### config.mk
export PLATFORM = sky130hd
export DESIGN_NAME = mem_arbiter
export DESIGN_NICKNAME = d
export VERILOG_FILES = /design/src/rtl/mem_arbiter.sv
export SDC_FILE = /design/constraint.sdc
export NUM_CORES = 1
export LEC_CHECK = 0
export CORE_ASPECT_RATIO = 0.7
export CORE_UTILIZATION = 45
export CTS_BUF_LIST = sky130_fd_sc_hd__clkbuf_2 sky130_fd_sc_hd__clkbuf_4 sky130_fd_sc_hd__clkbuf_8
export DETAILED_ROUTE_END_ITERATION = 8
export GPL_TIMING_DRIVEN = 0
export HOLD_SLACK_MARGIN = 0.06
export PLACE_DENSITY = 0.84
export SLEW_MARGIN = 20
export SYNTH_ARGS = -nofsm -noshare
export SYNTH_HDL_FRONTEND = slang
export SYNTH_SLANG_ARGS = --single-unit
### constraint.sdc
create_clock -name CLK -period 5.6 [get_ports CLK]
set_input_delay 1.12 -clock CLK [delete_from_list [all_inputs] [get_ports CLK]]
set_output_delay 1.12 -clock CLK [all_outputs]
set_load 0.02 [all_outputs]
### src/rtl/mem_arbiter.sv
// Two-port arbiter in front of a single-port unified memory.
// The instruction-fetch (IF) and data (D) ports are serialised through an
// IDLE -> ISSUE -> [WAIT x MEM_LAT] -> RESP sequence. Contention is resolved
// by alternating grants, so neither port can starve. Stalls tell the core to
// hold its PC and pipeline state while a request is pending.
module mem_arbiter #(
  parameter int ADDR_W  = 10,
  parameter int DATA_W  = 32,
  parameter int MEM_LAT = 1
) (
  input  logic              CLK,
  input  logic              RST,
  // instruction-fetch port
  input  logic              if_req,
  input  logic [ADDR_W-1:0] if_addr,
  output logic [DATA_W-1:0] if_rdata,
  output logic              if_ready,
  output logic              if_stall,
  // data port
  input  logic              d_req,
  input  logic              d_we,
  input  logic [ADDR_W-1:0] d_addr,
  input  logic [DATA_W-1:0] d_wdata,
  output logic [DATA_W-1:0] d_rdata,
  output logic              d_ready,
  output logic              d_stall,
  // memory macro side
  output logic              mem_en,
  output logic              mem_we,
  output logic [ADDR_W-1:0] mem_addr,
  output logic [DATA_W-1:0] mem_wdata,
  input  logic [DATA_W-1:0] mem_rdata
);

  localparam int CNT_W = $clog2(MEM_LAT + 1);

  typedef enum logic [1:0] {
    IDLE  = 2'd0,
    ISSUE = 2'd1,
    WAIT  = 2'd2,
    RESP  = 2'd3
  } state_t;

  state_t state_q, state_d;

  // Fairness bit: remembers whether the most recent grant went to D.
  logic last_was_d_q, last_was_d_d;
  // Owner of the transaction in flight: 1 = D port, 0 = IF port.
  logic gnt_d_q, gnt_d_d;
  // Remaining WAIT cycles for a read.
  logic [CNT_W-1:0] cnt_q, cnt_d;

  // Registered memory interface. mem_addr/mem_wdata double as the latched
  // request, so later changes on the requester inputs have no effect.
  logic              mem_en_q, mem_en_d;
  logic              mem_we_q, mem_we_d;
  logic [ADDR_W-1:0] mem_addr_q, mem_addr_d;
  logic [DATA_W-1:0] mem_wdata_q, mem_wdata_d;

  // Per-port response registers; rdata only moves when that port's read ends.
  logic [DATA_W-1:0] if_rdata_q, if_rdata_d;
  logic [DATA_W-1:0] d_rdata_q, d_rdata_d;
  logic              if_ready_q, if_ready_d;
  logic              d_ready_q, d_ready_d;

  // Arbitration result for the current IDLE cycle.
  logic grant_d;

  // Grant D when it is alone, or when both ask and D did not win last time.
  always_comb begin
    grant_d = d_req && (!if_req || !last_was_d_q);
  end

  // Next-state and next-output logic for the transaction sequencer.
  always_comb begin
    state_d      = state_q;
    last_was_d_d = last_was_d_q;
    gnt_d_d      = gnt_d_q;
    cnt_d        = cnt_q;
    mem_en_d     = 1'b0;
    mem_we_d     = 1'b0;
    mem_addr_d   = mem_addr_q;
    mem_wdata_d  = mem_wdata_q;
    if_rdata_d   = if_rdata_q;
    d_rdata_d    = d_rdata_q;
    if_ready_d   = 1'b0;
    d_ready_d    = 1'b0;

    case (state_q)
      IDLE: begin
        if (if_req || d_req) begin
          gnt_d_d      = grant_d;
          last_was_d_d = grant_d;
          // Memory strobes are loaded here so they are high exactly in ISSUE.
          mem_en_d     = 1'b1;
          mem_we_d     = grant_d && d_we;
          mem_addr_d   = grant_d ? d_addr : if_addr;
          if (grant_d) begin
            mem_wdata_d = d_wdata;
          end
          state_d      = ISSUE;
        end
      end

      ISSUE: begin
        if (mem_we_q) begin
          // Writes complete without waiting on the memory.
          d_ready_d  = gnt_d_q;
          if_ready_d = !gnt_d_q;
          state_d    = RESP;
        end else begin
          cnt_d   = CNT_W'(MEM_LAT);
          state_d = WAIT;
        end
      end

      WAIT: begin
        cnt_d = cnt_q - CNT_W'(1);
        if (cnt_q == CNT_W'(1)) begin
          // Last WAIT cycle: memory data is valid now.
          if (gnt_d_q) begin
            d_rdata_d = mem_rdata;
            d_ready_d = 1'b1;
          end else begin
            if_rdata_d = mem_rdata;
            if_ready_d = 1'b1;
          end
          state_d = RESP;
        end
      end

      RESP: begin
        // The requester still holds req here, so never re-grant in RESP.
        state_d = IDLE;
      end

      default: begin
        state_d = IDLE;
      end
    endcase
  end

  // Control state register.
  always_ff @(posedge CLK or posedge RST) begin
    if (RST) begin
      state_q      <= IDLE;
      last_was_d_q <= 1'b0;
      gnt_d_q      <= 1'b0;
      cnt_q        <= '0;
    end else begin
      state_q      <= state_d;
      last_was_d_q <= last_was_d_d;
      gnt_d_q      <= gnt_d_d;
      cnt_q        <= cnt_d;
    end
  end

  // Output registers towards the memory and both requesters.
  always_ff @(posedge CLK or posedge RST) begin
    if (RST) begin
      mem_en_q    <= 1'b0;
      mem_we_q    <= 1'b0;
      mem_addr_q  <= '0;
      mem_wdata_q <= '0;
      if_rdata_q  <= '0;
      d_rdata_q   <= '0;
      if_ready_q  <= 1'b0;
      d_ready_q   <= 1'b0;
    end else begin
      mem_en_q    <= mem_en_d;
      mem_we_q    <= mem_we_d;
      mem_addr_q  <= mem_addr_d;
      mem_wdata_q <= mem_wdata_d;
      if_rdata_q  <= if_rdata_d;
      d_rdata_q   <= d_rdata_d;
      if_ready_q  <= if_ready_d;
      d_ready_q   <= d_ready_d;
    end
  end

  // Stalls follow req combinationally and drop in the ready cycle.
  always_comb begin
    if_stall = if_req && !if_ready_q;
    d_stall  = d_req && !d_ready_q;
  end

  assign mem_en    = mem_en_q;
  assign mem_we    = mem_we_q;
  assign mem_addr  = mem_addr_q;
  assign mem_wdata = mem_wdata_q;
  assign if_rdata  = if_rdata_q;
  assign d_rdata   = d_rdata_q;
  assign if_ready  = if_ready_q;
  assign d_ready   = d_ready_q;

endmodule
==> impl_metrics.py <==
metrics = {
    "drt": {
        "wl_per_cell_um": 16.3,
        "vias": 3197,
        "vias_per_cell": 4.87,
        "postRouteAntennaNets": 0,
        "drt_iter0_markers": 96,
        "remaining_drc_errors": 0,
        "dr.pass1.iters": 4,
        "drt-total-wl_um": 10700,
    },
    "hold_path": {
        "min-delay-start": "d_rdata[26]",
        "hold_class": "flop to flop",
    },
    "power": {
        "power_density_nw_per_um2": 647,
        "intPower_mw": 3.02,
        "ir_drop_uv": 322,
        "clock_power_share_pct": 17.5,
        "switching_power_mw": 1.61,
        "cellLeakagePower_nw": 3.13,
        "pwr-share-seq_pct": 32.2,
        "p_sw_share_pct": 34.9,
        "combPwrFrac_pct": 50.3,
    },
    "setup_path": {
        "regToRegEndpoint": "d_rdata[6]",
        "crit_path_end_kind": "output port",
        "path_cells": "clkdlybuf4s50_1 > nor2b_1 > clkdlybuf4s50_1",
        "startpoint": "if_req",
        "timing.rr.start": "state_q[0]",
        "cp_slowest_cell": "clkdlybuf4s50_1",
        "required_ps": 4480,
        "arrival_ps": 2640,
        "crit_top_cell": "clkdlybuf4s50_1",
        "worstSetupPathType": "primary input to output port",
        "max_stage_delay_ps": 660,
        "crit_fanout": 5,
        "ff2ff_path_depth": 5,
        "endpoint": "if_stall",
        "r2r_slack_ps": 3930,
        "start_kind": "primary input",
    },
    "clocking": {
        "cts_tree": "done",
        "cts_root_buffer": "clkbuf_8",
        "ctsHoldBuffers": 0,
        "cts.repair.resized": 0,
        "worst_setup_hold_path_clk_slew_ps": 70,
        "worst_skew_pair.late_latency_ps": 420,
        "htree_levels": 4,
        "clockBufferDepth": 2,
        "cts_setup_buffers": 0,
        "numCtsBuffers": 17,
        "cts_sinks": 114,
    },
    "logic_synthesis": {
        "synth_flop_cell": "dfrtp_1",
        "ys_warn_count": 0,
        "ys_ff_latch": 114,
        "syn_inst": 297,
        "ys_async_sr_fraction_pct": 100,
        "synthesis.area_sq_um": 4550,
        "synthesis.nets": 389,
        "ys_types": 24,
        "yosysSeqAreaShare_pct": 62.7,
        "synth_edf_count": 0,
        "avgSynthCellArea_sq_um": 15.3,
    },
    "cells_and_area": {
        "nFillCells": 632,
        "antenna_cells": 0,
        "area_growth_pct": 57.4,
        "drive_gt1_share_pct": 27.3,
        "final_common_cell": "clkdlybuf4s50_1",
        "mostFrequentLayoutCells": "200 x clkdlybuf4s50_1, 114 x dfrtp_1, 65 x mux2_2, 29 x mux2_4, 25 x nand2_1",
        "nets": 609,
        "stdcell_count": 656,
    },
    "timing": {
        "rsz0062_at_grt": "no",
        "tns_ps": 0,
        "relSlewSlack_pct": 70.0,
        "worstMarginPinSlew_ps": 450,
        "period_share_pct": 67.1,
        "setup_violations": 0,
        "finClkSkew_ps": 9.97,
        "fmaxAchievable_mhz": 266,
        "slew_viol_final": 0,
        "period_minus_slack_ps": 3760,
        "hold_viol_final": 0,
    },
    "die": {
        "io_pins": 201,
        "start_util_pct": 46.6,
        "fp.dieH_um": 86.1,
        "die-area_sq_um": 10500,
        "num_rows": 30,
        "fp.coreArea_sq_um": 9760,
        "chipWidth_um": 122,
    },
    "global_routing": {
        "grt_max_degree": 67,
        "antenna_found_initial": 0,
        "grt_usage_pct": 21.8,
        "grt-ovfl-total": 0,
        "grt_pass1_vias": 3331,
        "grt_pass1_wl_um": 16900,
    },
    "run_status": {
        "status": "finished clean",
    },
    "place": {
        "dp_hpwl_um": 7920,
        "dp_cells": 626,
        "portBuffers": 200,
        "place_congestion": 0.775,
    },
    "job": {
        "maxCapViolations": 0,
    },
}
cells in the mapped netlist, types with 4 or more instances:
library cell / instances / share of area [%]
a31oi_1: 10 / 1.4
buf_2: 7 / 0.77
dfrtp_1: 114 / 63
inv_1: 4 / 0.33
mux2_1: 4 / 0.99
mux2_2: 65 / 16
mux2_4: 29 / 9.6
nand2_1: 25 / 2.1
nor2_1: 13 / 1.1
logic make-up after synthesis:
group	after synthesis	synth area share, %
buffers and inverters	17	2.34
AO/OA/AOI/OAI	19	2.97
adder cells (fa/ha/maj)	3	0.825
AND/OR/NAND/NOR	46	4.51
multiplexers	98	26.7
flip-flops	114	62.7
worst min-delay path by stage:
| stage | slack [ps] | cells after the start | endpoint |
|---|---|---|---|
| after floorplan | 530 | 1 | state_q[1] |
| after global placement | 480 | 1 | d_rdata[26] |
| after CTS | 500 | 1 | d_rdata[27] |
| after global routing | 520 | 1 | d_rdata[11] |
| after detailed placement | 480 | 1 | d_rdata[27] |
| final | 500 | 1 | d_rdata[26] |
power groups by stage:
stage | Clock, mW | Sequential (mW) | Combinational [mW]
after floorplan | 0 | 1.97 | 0.789
after global placement | 0 | 1.47 | 2.30
after detailed placement | 0 | 1.50 | 2.35
after CTS | 0.832 | 1.49 | 2.35
after global routing | 0.877 | 1.54 | 2.46
final | 0.811 | 1.49 | 2.33
routing by layer:
| layer | vias to the layer above | GRT usage, % | wire length (um) |
|---|---|---|---|
| met5 | - | 0 | 0 |
| met4 | 0 | 10.4 | 172 |
| met3 | 16 | 7.85 | 863 |
| met2 | 129 | 34.5 | 5110 |
| met1 | 1580 | 26.6 | 4530 |
| li1 | 1472 | - | - |
sequential cells by signal (all words and copies together), names as in the netlist:
name / count
d_rdata: 32
if_rdata: 32
mem_addr: 10
gnt_d_q: 1
d_ready: 1
state_q: 2
mem_en: 1
mem_we: 1
mem_wdata: 32
cnt_q: 1
if_ready: 1
cell type report:
type | count | area, sq um | share of cell area, %
Clock inverter | 11 | 163 | 2.27
Sequential cell | 114 | 2850 | 39.8
Inverter | 4 | 20.0 | 0.280
Timing Repair Buffer | 201 | 2030 | 28.3
Clock buffer | 19 | 255 | 3.56
Tap cell | 128 | 160 | 2.24
Buffer | 13 | 91.3 | 1.28
Multi-Input combinational cell | 166 | 1590 | 22.2
metrics by stage:
step / worst slack (ps) / util [%] / total power [mW] / instance area [sq um] / hold slack (ps)
after global routing: 1800 / 73.4 / 4.88 / 7160 / 516
after CTS: 1870 / 73.4 / 4.68 / 7160 / 500
after global placement: 32.9 / 68.8 / 3.76 / 6710 / 478
after detailed placement: 1870 / 69.1 / 3.85 / 6740 / 484
after floorplan: 1460 / - / 2.75 / 4550 / 531
final: 1840 / 73.4 / 4.63 / 7160 / 496
worst max-delay path: cells and delay by family:
| family | cells | cell delay, ps |
|---|---|---|
| buffers and inverters | 2 | 1290 |
| and+or+nand+nor | 1 | 230 |
Note: power is estimated with default switching activity, not from simulation.
